**config.mk**
```make
export PLATFORM = sky130hd
export DESIGN_NAME = ext_sbit_receiver
export DESIGN_NICKNAME = d
export VERILOG_FILES = /design/src/rtl/ext_sbit_pkg.sv /design/src/rtl/ext_sbit_line.sv /design/src/rtl/ext_sbit_receiver.sv
export SDC_FILE = /design/constraint.sdc
export NUM_CORES = 1
export LEC_CHECK = 0
export ABC_AREA = 1
export BUFFER_PORTS_ARGS = -buffer_cell sky130_fd_sc_hd__buf_2
export CAP_MARGIN = 30
export CORE_MARGIN = 5
export CORE_UTILIZATION = 27
export CTS_CLUSTER_DIAMETER = 120
export DETAILED_ROUTE_END_ITERATION = 8
export HOLD_SLACK_MARGIN = 0.03
export PLACE_DENSITY = 0.49
export RECOVER_POWER = 100
export SYNTH_ARGS = -nofsm -noshare
export SYNTH_HDL_FRONTEND = slang
export SYNTH_HIERARCHICAL = 1
export SYNTH_SLANG_ARGS = --single-unit
```
**constraint.sdc**
```tcl
create_clock -name clock -period 11.45 [get_ports clock]
set_input_delay 2.29 -clock clock [delete_from_list [all_inputs] [get_ports clock]]
set_output_delay 2.29 -clock clock [all_outputs]
set_load 0.01 [all_outputs]
```
**src/rtl/ext_sbit_pkg.sv**
```systemverilog
// Shared types and helpers for the external S-bit receiver.
// Holds the default line count, the FSM state type and a popcount helper.
package ext_sbit_pkg;

   localparam int SBIT_NUM_LINES = 8;

   // popcount input is sized to cover any sensible line count
   localparam int POP_MAX_LINES = 16;
   localparam int POP_W = $clog2(POP_MAX_LINES + 1);

   typedef enum logic [1:0] {
      IDLE = 2'd0,
      FIRE = 2'd1,
      DEAD = 2'd2
   } sbit_state_e;

   function automatic logic [POP_W-1:0] popcount(
      input logic [POP_MAX_LINES-1:0] v
   );
      logic [POP_W-1:0] n;
      n = '0;
      for (int i = 0; i < POP_MAX_LINES; i++) begin
         n = n + POP_W'(v[i]);
      end
      return n;
   endfunction

endpackage

```
**src/rtl/ext_sbit_line.sv**
```systemverilog
// One external S-bit line: 2-FF synchroniser, rising-edge register and
// saturating rate counter (clear wins over increment).
// Ports: clock, reset_i (async, active-high), sbit_i (async level),
//   cnt_reset_i (sync clear), sync_o (synced level), edge_o (edge pulse),
//   cnt_o (rate counter).
module ext_sbit_line #(
   parameter int CNT_WIDTH = 24
) (
   input  logic                 clock,
   input  logic                 reset_i,
   input  logic                 sbit_i,
   input  logic                 cnt_reset_i,
   output logic                 sync_o,
   output logic                 edge_o,
   output logic [CNT_WIDTH-1:0] cnt_o
);

   logic                 meta_q;
   logic                 sync_q;
   logic                 prev_q;
   logic                 edge_q;
   logic [CNT_WIDTH-1:0] cnt_q;
   logic [CNT_WIDTH-1:0] cnt_d;

   always_comb begin
      cnt_d = cnt_q;
      if (cnt_reset_i) begin
         cnt_d = '0;
      end else if (edge_q && (cnt_q != '1)) begin
         cnt_d = cnt_q + CNT_WIDTH'(1);
      end
   end

   always_ff @(posedge clock or posedge reset_i) begin
      if (reset_i) begin
         meta_q <= 1'b0;
         sync_q <= 1'b0;
         prev_q <= 1'b0;
         edge_q <= 1'b0;
         cnt_q  <= '0;
      end else begin
         meta_q <= sbit_i;
         sync_q <= meta_q;
         prev_q <= sync_q;
         edge_q <= sync_q & ~prev_q;
         cnt_q  <= cnt_d;
      end
   end

   assign sync_o = sync_q;
   assign edge_o = edge_q;
   assign cnt_o  = cnt_q;

endmodule

```
**src/rtl/ext_sbit_receiver.sv**
```systemverilog
// Receive end of the 8-line external S-bit interface: per-line sync,
// edge detect and rate counters, plus majority trigger with dead time.
// Ports: clock, reset_i (async, active-high), ext_sbits_i, line_en_i,
//   majority_i, deadtime_i, cnt_reset_i, sync_sbits_o, trigger_o,
//   trigger_lines_o, rate_cnt_o, and veto_cnt_o when
//   EXT_SBIT_VETO_CNT_EN is defined (counts discarded candidates).
module ext_sbit_receiver
   import ext_sbit_pkg::*;
#(
   parameter int NUM_LINES      = SBIT_NUM_LINES,
   parameter int CNT_WIDTH      = 24,
   parameter int DEADTIME_WIDTH = 8
) (
   input  logic                           clock,
   input  logic                           reset_i,
   input  logic [NUM_LINES-1:0]           ext_sbits_i,
   input  logic [NUM_LINES-1:0]           line_en_i,
   input  logic [3:0]                     majority_i,
   input  logic [DEADTIME_WIDTH-1:0]      deadtime_i,
   input  logic                           cnt_reset_i,
   output logic [NUM_LINES-1:0]           sync_sbits_o,
   output logic                           trigger_o,
   output logic [NUM_LINES-1:0]           trigger_lines_o,
   output logic [NUM_LINES*CNT_WIDTH-1:0] rate_cnt_o
`ifdef EXT_SBIT_VETO_CNT_EN
   ,
   output logic [CNT_WIDTH-1:0]           veto_cnt_o
`endif
);

   logic [NUM_LINES-1:0]      edge_w;
   logic [NUM_LINES-1:0]      masked_w;
   logic [POP_W-1:0]          hits_w;
   logic                      cand_w;

   sbit_state_e               state_q;
   sbit_state_e               state_d;
   logic [DEADTIME_WIDTH-1:0] dead_q;
   logic [DEADTIME_WIDTH-1:0] dead_d;
   logic [NUM_LINES-1:0]      lines_q;
   logic [NUM_LINES-1:0]      lines_d;

   for (genvar k = 0; k < NUM_LINES; k++) begin : g_line
      ext_sbit_line #(
         .CNT_WIDTH (CNT_WIDTH)
      ) u_line (
         .clock       (clock),
         .reset_i     (reset_i),
         .sbit_i      (ext_sbits_i[k]),
         .cnt_reset_i (cnt_reset_i),
         .sync_o      (sync_sbits_o[k]),
         .edge_o      (edge_w[k]),
         .cnt_o       (rate_cnt_o[k*CNT_WIDTH +: CNT_WIDTH])
      );
   end

   assign masked_w = edge_w & line_en_i;
   assign hits_w   = popcount(POP_MAX_LINES'(masked_w));

   // majority 0 would otherwise trigger on every cycle
   assign cand_w = (majority_i != 4'd0) &&
                   (hits_w >= POP_W'(majority_i));

   always_comb begin
      state_d = state_q;
      dead_d  = dead_q;
      lines_d = lines_q;
      unique case (state_q)
         IDLE: begin
            if (cand_w) begin
               state_d = FIRE;
               lines_d = masked_w;
            end
         end
         FIRE: begin
            dead_d  = deadtime_i;
            state_d = (deadtime_i != '0) ? DEAD : IDLE;
         end
         DEAD: begin
            dead_d = dead_q - DEADTIME_WIDTH'(1);
            if (dead_q <= DEADTIME_WIDTH'(1)) begin
               state_d = IDLE;
            end
         end
         default: begin
            state_d = IDLE;
         end
      endcase
   end

   always_ff @(posedge clock or posedge reset_i) begin
      if (reset_i) begin
         state_q <= IDLE;
         dead_q  <= '0;
         lines_q <= '0;
      end else begin
         state_q <= state_d;
         dead_q  <= dead_d;
         lines_q <= lines_d;
      end
   end

   assign trigger_o       = (state_q == FIRE);
   assign trigger_lines_o = lines_q;

`ifdef EXT_SBIT_VETO_CNT_EN
   logic [CNT_WIDTH-1:0] veto_q;
   logic [CNT_WIDTH-1:0] veto_d;

   always_comb begin
      veto_d = veto_q;
      if (cnt_reset_i) begin
         veto_d = '0;
      end else if (cand_w && (state_q != IDLE) &&
                   (veto_q != '1)) begin
         veto_d = veto_q + CNT_WIDTH'(1);
      end
   end

   always_ff @(posedge clock or posedge reset_i) begin
      if (reset_i) begin
         veto_q <= '0;
      end else begin
         veto_q <= veto_d;
      end
   end

   assign veto_cnt_o = veto_q;
`endif

endmodule

```
=== After elaboration in Yosys (flattened, before gate mapping) ===
Index checks and enable logic that the tools add are counted.

* Equality and inequality tests: 12
* Add/subtract/negate cells: 16
* Muxes and demuxes: 21
* Magnitude comparators: 2
* Bitwise gates (word level): 17
* Divide/modulo/power cells: 0
* Reduce and logical (&&, ||, !) cells: 23
* Shift operators: 0
* $mul: 0

{| class="wikitable"
|+ Operators with widths
! cell !! number
|-
| $mux 24 || 16
|-
| $add 24x1->24 const B || 8
|-
| $ne 24x24->1 const B || 8
|-
| $reduce_bool 2->1 || 9
|-
| $pmux 8 s2 || 1
|-
| $add 5x1->5 || 3
|-
| $logic_and 1x1->1 || 9
|-
| $and 1x1->1 || 8
|-
| $and 8x8->8 || 1
|-
| $le 8x1->1 const B || 1
|-
| $not 1->1 || 8
|-
| $reduce_bool 8->1 || 1
|-
| $sub 8x1->8 const B || 1
|-
| $mux 2 || 3
|-
| $pmux 2 s3 || 1
|-
| $add 4x1->5 || 1
|-
| $ge 5x4->1 || 1
|-
| $add 3x1->4 || 1
|-
| $ne 2x2->1 const B || 2
|-
| $reduce_and 2->1 || 2
|-
| $reduce_bool 4->1 || 1
|-
| $add 2x1->3 || 1
|-
| $add 1x1->2 || 1
|-
| $eq 2x1->1 const B || 1
|-
| other kinds (2) || 2
|}

* Bits in registers: 242
* Output and inout bits: 209
* ROM bits: 0
* Bits in writable memories: 0
* Latch bits: 0
* Logic and storage cells: 134
* Input port bits: 31
* Memories kept: 0

=== Logic depth before layout (Yosys ltp) ===
Gate-level depths: netlist (run 1).

* Depth in word-level cells: 12
* Gate-level depth with buffers: 21
* Mapped depth without buffers: 21

=== Cells and area by module ===
The synthesis (run 1) kept the hierarchy.

{| class="wikitable"
|+ By module, submodules not included
! module !! cells an instance !! sequential area each (um^2) !! area an instance (um^2) !! instances
|-
| ext_sbit_line || 253 || 700.7 || 1751.7 || 8
|-
| ext_sbit_receiver || 186 || 450.4 || 1361.3 || 1
|}

=== Worst setup path after synthesis (run 1) ===
OpenSTA, ideal clock, no wires.

* Path kind: input port to flip-flop
* From: in line_en_i[0]
* To: reg state_q[0]
* Setup slack: 5.862 ns
* Library setup time: 0.116 ns
* Cell stages on the path: 21
* Arrival time: 5.471 ns
* Buffers on the path: 0
* Data required time: 11.334 ns
* Path through: nand2_1 inv_1 fa_1 inv_1 fa_1 fa_1 inv_1 ha_1 inv_1 fa_1 xnor2_1 ha_1 nand2_1 nor2_1 nand2_1 nand3_1 nand2_2 nand2_1 nand2_1 nand2_1 nand2_1

* Word-level cells in the longest chain between the ends: 12

{| class="wikitable"
|+ Ends and longest elaborated chain
! item !! RTL line !! source
|-
| start, declared || ext_sbit_receiver.sv:17 || <nowiki>input logic [NUM_LINES-1:0] line_en_i,</nowiki>
|-
| $and 8x8->8 || ext_sbit_receiver.sv:57 || <nowiki>assign masked_w = edge_w & line_en_i;</nowiki>
|-
| net masked_w[0] || ext_sbit_receiver.sv:32 || <nowiki>logic [NUM_LINES-1:0] masked_w;</nowiki>
|-
| $add 1x1->2 || ext_sbit_pkg.sv:23 || <nowiki>n = n + POP_W'(v[i]);</nowiki>
|-
| $add 2x1->3 || ext_sbit_pkg.sv:23 ||
|-
| $add 3x1->4 || ext_sbit_pkg.sv:23 ||
|-
| $add 4x1->5 || ext_sbit_pkg.sv:23 ||
|-
| $add 5x1->5 (3 in series) || ext_sbit_pkg.sv:23 ||
|-
| $ge 5x4->1 || ext_sbit_receiver.sv:62 || <nowiki>(hits_w >= POP_W'(majority_i));</nowiki>
|-
| $logic_and 1x1->1 || ext_sbit_receiver.sv:61 || <nowiki>assign cand_w = (majority_i != 4'd0) &&</nowiki>
|-
| $ne 2x2->1 (no line) || n/a ||
|-
| $reduce_and 2->1 (no line) || n/a ||
|-
| end signal, assigned || ext_sbit_receiver.sv:97 || <nowiki>state_q <= state_d;</nowiki>
|-
| end, declared || ext_sbit_receiver.sv:36 || <nowiki>sbit_state_e state_q;</nowiki>
|}

The timed path passes the listed nets, and every way through them passes these cells.
A chain may end at the register's enable or synchronous reset.

=== Final worst setup path (run 1) ===
* From: in cnt_reset_i
* To: reg g_line[1].u_line.cnt_q[16]

* Word-level cells in the longest chain between the ends: 1
* Elaborated cells between the ends (all ways): 2
* Those cells by class: 1 x mux; 1 x reduce/logical

{| class="wikitable"
|+ Ends and longest elaborated chain
! item !! RTL line !! source
|-
| start, declared || ext_sbit_receiver.sv:20 || <nowiki>input logic cnt_reset_i,</nowiki>
|-
| $mux 24 or $reduce_bool 2->1 (tied branches) || n/a ||
|-
| end signal, assigned || ext_sbit_line.sv:46 || <nowiki>cnt_q <= cnt_d;</nowiki>
|-
| end, declared || ext_sbit_line.sv:22 || <nowiki>logic [CNT_WIDTH-1:0] cnt_q;</nowiki>
|}

Parallel ways exist; a longest one is shown, timed or not.

==> results of run 1 <==
[final timing paths]
| path | start | endpoint | slack [ns] | cells past startpoint |
|---|---|---|---|---|
| max in group asynchronous | reset_i | g_line[6].u_line/cnt_o[18]$_DFFE_PP0P_ | 7.68 | 3 |
| min reg2reg | g_line[3].u_line/meta_q$_DFF_PP0_ | g_line[3].u_line/sync_o$_DFF_PP0_ | 0.35 | 0 |
| max reg2reg | g_line[0].u_line/edge_o$_DFF_PP0_ | trigger_lines_o[4]$_DFFE_PP0P_ | 6.79 | 20 |
| min in group asynchronous | reset_i | g_line[5].u_line/edge_o$_DFF_PP0_ | 2.26 | 2 |
| min | g_line[3].u_line/meta_q$_DFF_PP0_ | g_line[3].u_line/sync_o$_DFF_PP0_ | 0.35 | 0 |
| max | cnt_reset_i | g_line[1].u_line/cnt_o[16]$_DFFE_PP0P_ | 3.75 | 7 |
[cell usage in the layout, fill, tap and decap left out, drive strengths merged, types with 32 or more instances in the layout]
cell type | netlist | final
inv | 259 | 257
nor3 | 32 | 32
nand4 | 88 | 88
nor2 | 327 | 327
nand2 | 798 | 798
nand3 | 165 | 165
dfrtp | 242 | 242
a21oi | 44 | 44
o21ai | 94 | 94
clkbuf | 9 | 275
[final cells by class]
type                    instances  share of cell area
well taps                     756             0.05305
inverters                     267             0.05761
flip-flops and latches        242              0.3396
diodes                          1           0.0001403
multi-input cells            1658              0.4292
clock buffers                  50             0.05747
clock inverters                12            0.005333
repair buffers                256             0.05761
[synthesized netlist by cell type, drive strengths merged]
master	number	area share
a21oi	44	0.014
a22o	1	0.00057
and2	8	0.0033
buf	34	0.023
clkbuf	9	0.0022
clkinv	8	0.0020
dfrtp	242	0.39
fa	4	0.0052
ha	20	0.016
inv	259	0.066
nand2	798	0.20
nand3	165	0.054
nand3b	9	0.0044
nand4	88	0.036
nor2	327	0.089
nor3	32	0.010
nor3b	16	0.0078
o211ai	1	0.00049
o21a	1	0.00049
o21ai	94	0.043
o21bai	8	0.0039
o22ai	1	0.00041
or2	16	0.0065
xnor2	9	0.0051
xor2	16	0.0091
[worst max-delay path, cell delays in order]
cell and delay [ns]:
clkbuf_1 1.43, clkbuf_1 1.79, clkinv_1 1.32, nand2_1 0.87
inv_6 0.18, nand2_1 0.10, nand2_1 0.05
[layer usage]
metal	up-vias	share of wire
met1	6954	0.46
met5	-	0
met4	0	0.019
met2	348	0.46
li1	7510	-
met3	55	0.065
[flip-flops by register name, summed over array words and instances, names as in the netlist]
| name | count |
|---|---|
| state_q | 2 |
| trigger_lines_o | 8 |
| g_line.u_line/sync_o | 8 |
| g_line.u_line/prev_q | 8 |
| g_line.u_line/edge_o | 8 |
| g_line.u_line/meta_q | 8 |
| dead_q | 8 |
| g_line.u_line/cnt_o | 192 |
[where the power goes]
group / internal [mW] / leakage (nW) / switching, mW / total, mW
registers: 0.894 / 3.29 / 0.0357 / 0.929
logic: 0.0701 / 4.24 / 0.185 / 0.255
clock network: 0.646 / 0.556 / 0.418 / 1.06
[logic make-up (layout without fill, tap and decap cells)]
group | after synthesis | in the layout | share of synthesized area
buffers and inverters | 310 | 585 | 0.09342
AND/OR/NAND/NOR | 1459 | 1459 | 0.4142
flip-flops | 242 | 242 | 0.3939
AO/OA/AOI/OAI | 150 | 150 | 0.06275
other | 0 | 1 | 0
adder cells (fa/ha/maj) | 24 | 24 | 0.02148
XOR/XNOR | 25 | 25 | 0.01424
[stage by stage]
step	hold slack (ns)	total power, mW	worst slack (ns)	std cells	utilization
floorplan	0.3312	1.128	5.862	2210	-
finish	0.3474	2.248	3.753	3242	0.3162
detailed placement	0.3347	1.219	5.265	3179	0.3068
CTS	0.3475	2.316	5.839	3241	0.3267
global route	0.3510	2.369	3.271	3241	0.3162
global placement	0.3319	1.210	5.325	3175	0.3054
==> impl_metrics.toml, run 1 <==
[synthesis]
syn_nets = 2265
synth_area_per_cell_um2 = 6.957
synth_cells = 2210
ys_ff_latch = 242
synth_seq_area_share = 0.3939
ys_types = 37
ys_warn_count = 6
synth_area_um2 = 15370

[detailed_routing]
drt_first_pass_iters = 5
wl_per_cell_um = 14.70
drt_iter0_markers = 903
via_per_inst = 4.586
drc = 0
final_antenna_net_count = 0
wl_um = 47660
vias = 14870

[floorplanning]
ios = 240
die_h_um = 248.6
start_util = 0.2727
die_w_um = 248.6
coreArea_um2 = 56390
placementRows = 87
die-area_um2 = 61820

[cts]
clock_sinks = 242
postCtsSetupBuffers = 0
cts_root_buf = "clkbuf_16"
clkLatencyLatePin_ns = 0.54
cts_buffer_depth = 3
ctsHtreeMaxLevel = 2
cts_tree = "yes"
clkSlewWorstSetupHoldPaths_ns = 0.05
cts_resized = 0
cts_hold_buf = 0
cts_buffers = 36

[timing]
rsz0062_at_grt = "false"
final_hold_viol_count = 0
finalSetupViolCount = 0
tightestPinTransition_ns = 2.386
slew_violations = 220
slew_headroom = -0.5909
fmax_mhz = 129.9
finalSetupTns_ns = 0
final.period_utilization = 0.6722
post-route-min-period_ns = 7.697
final.setup_skew_ns = 0.01679

[pwr]
p_leak_nw = 8.082
peakVddDrop_v = 0.00009291
p_per_area_nw_per_um2 = 126.1

[global_route]
grt.busiest_layer = "met2"
gr-total-overflow = 0
grt_pass1_vias = 14440
grt_max_degree = 42
met1_usage = 0.1985
use_met3 = 0.03584
grt_first_pass_wirelength_um = 78070
use_met2 = 0.2459
track_usage = 0.1500
antenna_found_initial = 0

[placed_design]
portBuffers = 239
dp_hpwl_um = 34530
finalWeightedCongestion = 0.8323
placement.cell_area_um2 = 17300

[finish]
nets = 2516
design_area_um2 = 17830
synthToLayoutAreaGrowth_pct = 15.98
drive_gt1_frac = 0.06519
fill_cells = 6325
multi_input_area_um2 = 7654
ff_latch_area_um2 = 6056

[outcome]
status = "complete, but fails checks"
violations = "max-capacitance violations, max-slew violations"

[worst_setup_path]
critPathArrivalTime_ns = 8.10
crit_path_max_fanout = 41
endpoint_kind = "register"
critical_path_required_ns = 11.86
critPathLaunchType = "primary input"
path_class = "in2reg"

[hold_path]
hp-class = "reg2reg"

[job]
cap_viol_max_count = 7
Note: power is estimated with default switching activity, not from simulation.
==> inputs of run 2 (changes only) <==
Clock period 11.45 ns to 7.5 ns, I/O delays scaled along.
==> impl_metrics.toml, run 2 (synthesis gave the netlist of run 1 again) <==
[timing]
tightestPinTransition_ns = 2.380
finalSetupTns_ns = 0
finalSetupViolCount = 0
fmax_mhz = 172.4
final.setup_skew_ns = 0.01166
final_hold_viol_count = 0
slew_headroom = -0.5869
slew_violations = 178
rsz0062_at_grt = "false"
final.period_utilization = 0.7734
post-route-min-period_ns = 5.800

[floorplanning]
die-area_um2 = 61820
placementRows = 87
ios = 240
die_h_um = 248.6
start_util = 0.2727
die_w_um = 248.6
coreArea_um2 = 56390

[cts]
ctsHtreeMaxLevel = 1
clkLatencyLatePin_ns = 0.57
clock_sinks = 242
cts_resized = 0
clkSlewWorstSetupHoldPaths_ns = 0.06
cts_hold_buf = 0
postCtsSetupBuffers = 0
cts_tree = "yes"
cts_buffers = 31
cts_root_buf = "clkbuf_16"
cts_buffer_depth = 3

[finish]
layout_commonest_cell = "nand2_1"
layout_common_cells = "nand2_1, nor2_1, inv_1"
fill_cells = 6375
synthToLayoutAreaGrowth_pct = 15.37
largest_reg_flops = 192
nets = 2512
drive_gt1_frac = 0.06616

[global_route]
grt_pass1_vias = 14460
gr-total-overflow = 0
grt_max_degree = 34
antenna_found_initial = 0
track_usage = 0.1499
grt_first_pass_wirelength_um = 78670

[pwr]
p_clk_frac = 0.446
peakVddDrop_v = 0.0001468
seqPwrFrac = 0.434
p_per_area_nw_per_um2 = 184.2
power.switching_uw = 938.6
p_leak_nw = 8.056
combPwrFrac = 0.120
switching_share = 0.2873
internal-power_mw = 2.328
fin_total_pwr_mw = 3.267

[hold_path]
min_path_cells = 0
hp-class = "reg2reg"
min_to = "g_line[5].u_line/sync_o$_DFF_PP0_"
hp-start = "g_line[5].u_line/meta_q$_DFF_PP0_"

[worst_setup_path]
cp_slowest_cell = "clkbuf_1"
endpoint_kind = "register"
path_cells = "clkbuf_1 -> clkbuf_1 -> clkinv_1 -> nand2_4 -> inv_6 -> nand2_1 -> nand2_1"
critical_path_required_ns = 7.94
reg2reg_from = "g_line[0].u_line/edge_o$_DFF_PP0_"
crit_path_max_fanout = 33
critPathLaunchType = "primary input"
rr_worst_depth = 20
path_class = "in2reg"
slowest_delay_ns = 1.67
worst_r2r_endpoint = "trigger_lines_o[7]$_DFFE_PP0P_"
reg2reg_slack_ns = 2.87
critPathArrivalTime_ns = 6.24

[detailed_routing]
via_per_inst = 4.574
vias = 14800
wl_per_cell_um = 14.66
drc = 0
drt_first_pass_iters = 5
top_layer = "met4"
drt-met1-wl_um = 22140
final_antenna_net_count = 0
dr_wl_met2_um = 21470
wl_um = 47440
drt_iter0_markers = 817
wl_met3_um = 2902

[placed_design]
dp_hpwl_um = 34700
portBuffers = 239
finalWeightedCongestion = 0.8429

[outcome]
violations = "max-capacitance violations, max-slew violations"
status = "complete, but fails checks"

[job]
cap_viol_max_count = 6
## run 2: critical path, delay by kind of cell
kind / cells / cell delay, ns
AND/OR/NAND/NOR: 3 / 0.63
buffers and inverters: 4 / 4.07
## run 2: area by class of cell
cell class,count,area [um2],area share
Multi-Input combinational cell,1658,7676,0.4327
Sequential cell,242,6056,0.3414
Inverter,267,1042,0.05876
Timing Repair Buffer,257,1041,0.05869
Tap cell,756,945.9,0.05333
Clock buffer,46,902.1,0.05086
Clock inverter,9,72.57,0.004091
Antenna cell,1,2.502,0.0001411
## run 2: metrics by stage
step	cells	util	hold WS, ns	setup WS (ns)	area, um2
3_3_place_gp	3176	0.3056	0.3322	2.168	17230
3_5_place_dp	3180	0.3070	0.3347	2.140	17310
4_1_cts	3235	0.3242	0.3483	2.756	18280
6_report	3236	0.3146	0.3467	1.700	17740
5_1_grt	3235	0.3145	0.3565	1.374	17740
2_1_floorplan	2210	-	0.3312	2.702	15370
## run 2: power by group through the flow
stage                     Clock, mW  Combinational [mW]  Sequential, mW
after detailed placement          0               0.424            1.44
after floorplan                   0               0.292            1.43
after CTS                      1.53               0.425            1.41
after global placement            0               0.410            1.44
final                          1.46               0.392            1.42
after global routing           1.58               0.452            1.42
## run 2: per-layer routing
metal	vias up	global-route usage
met3	49	0.03490
met1	6934	0.2018
met5	-	0
met4	0	0.03453
li1	7515	-
met2	304	0.2462
## run 2: worst max-delay path by stage
stage / slack (ns) / end / start / cells after the start
global placement: 2.17 / trigger_lines_o[7]$_DFFE_PP0P_ / line_en_i[0] / 21
floorplan: 2.70 / state_q[0]$_DFFE_PP0P_ / line_en_i[0] / 21
global route: 1.37 / g_line[5].u_line/cnt_o[20]$_DFFE_PP0P_ / cnt_reset_i / 7
finish: 1.70 / g_line[1].u_line/cnt_o[18]$_DFFE_PP0P_ / cnt_reset_i / 7
CTS: 2.76 / trigger_lines_o[7]$_DFFE_PP0P_ / line_en_i[0] / 21
detailed placement: 2.14 / state_q[1]$_DFFE_PP0P_ / line_en_i[0] / 22
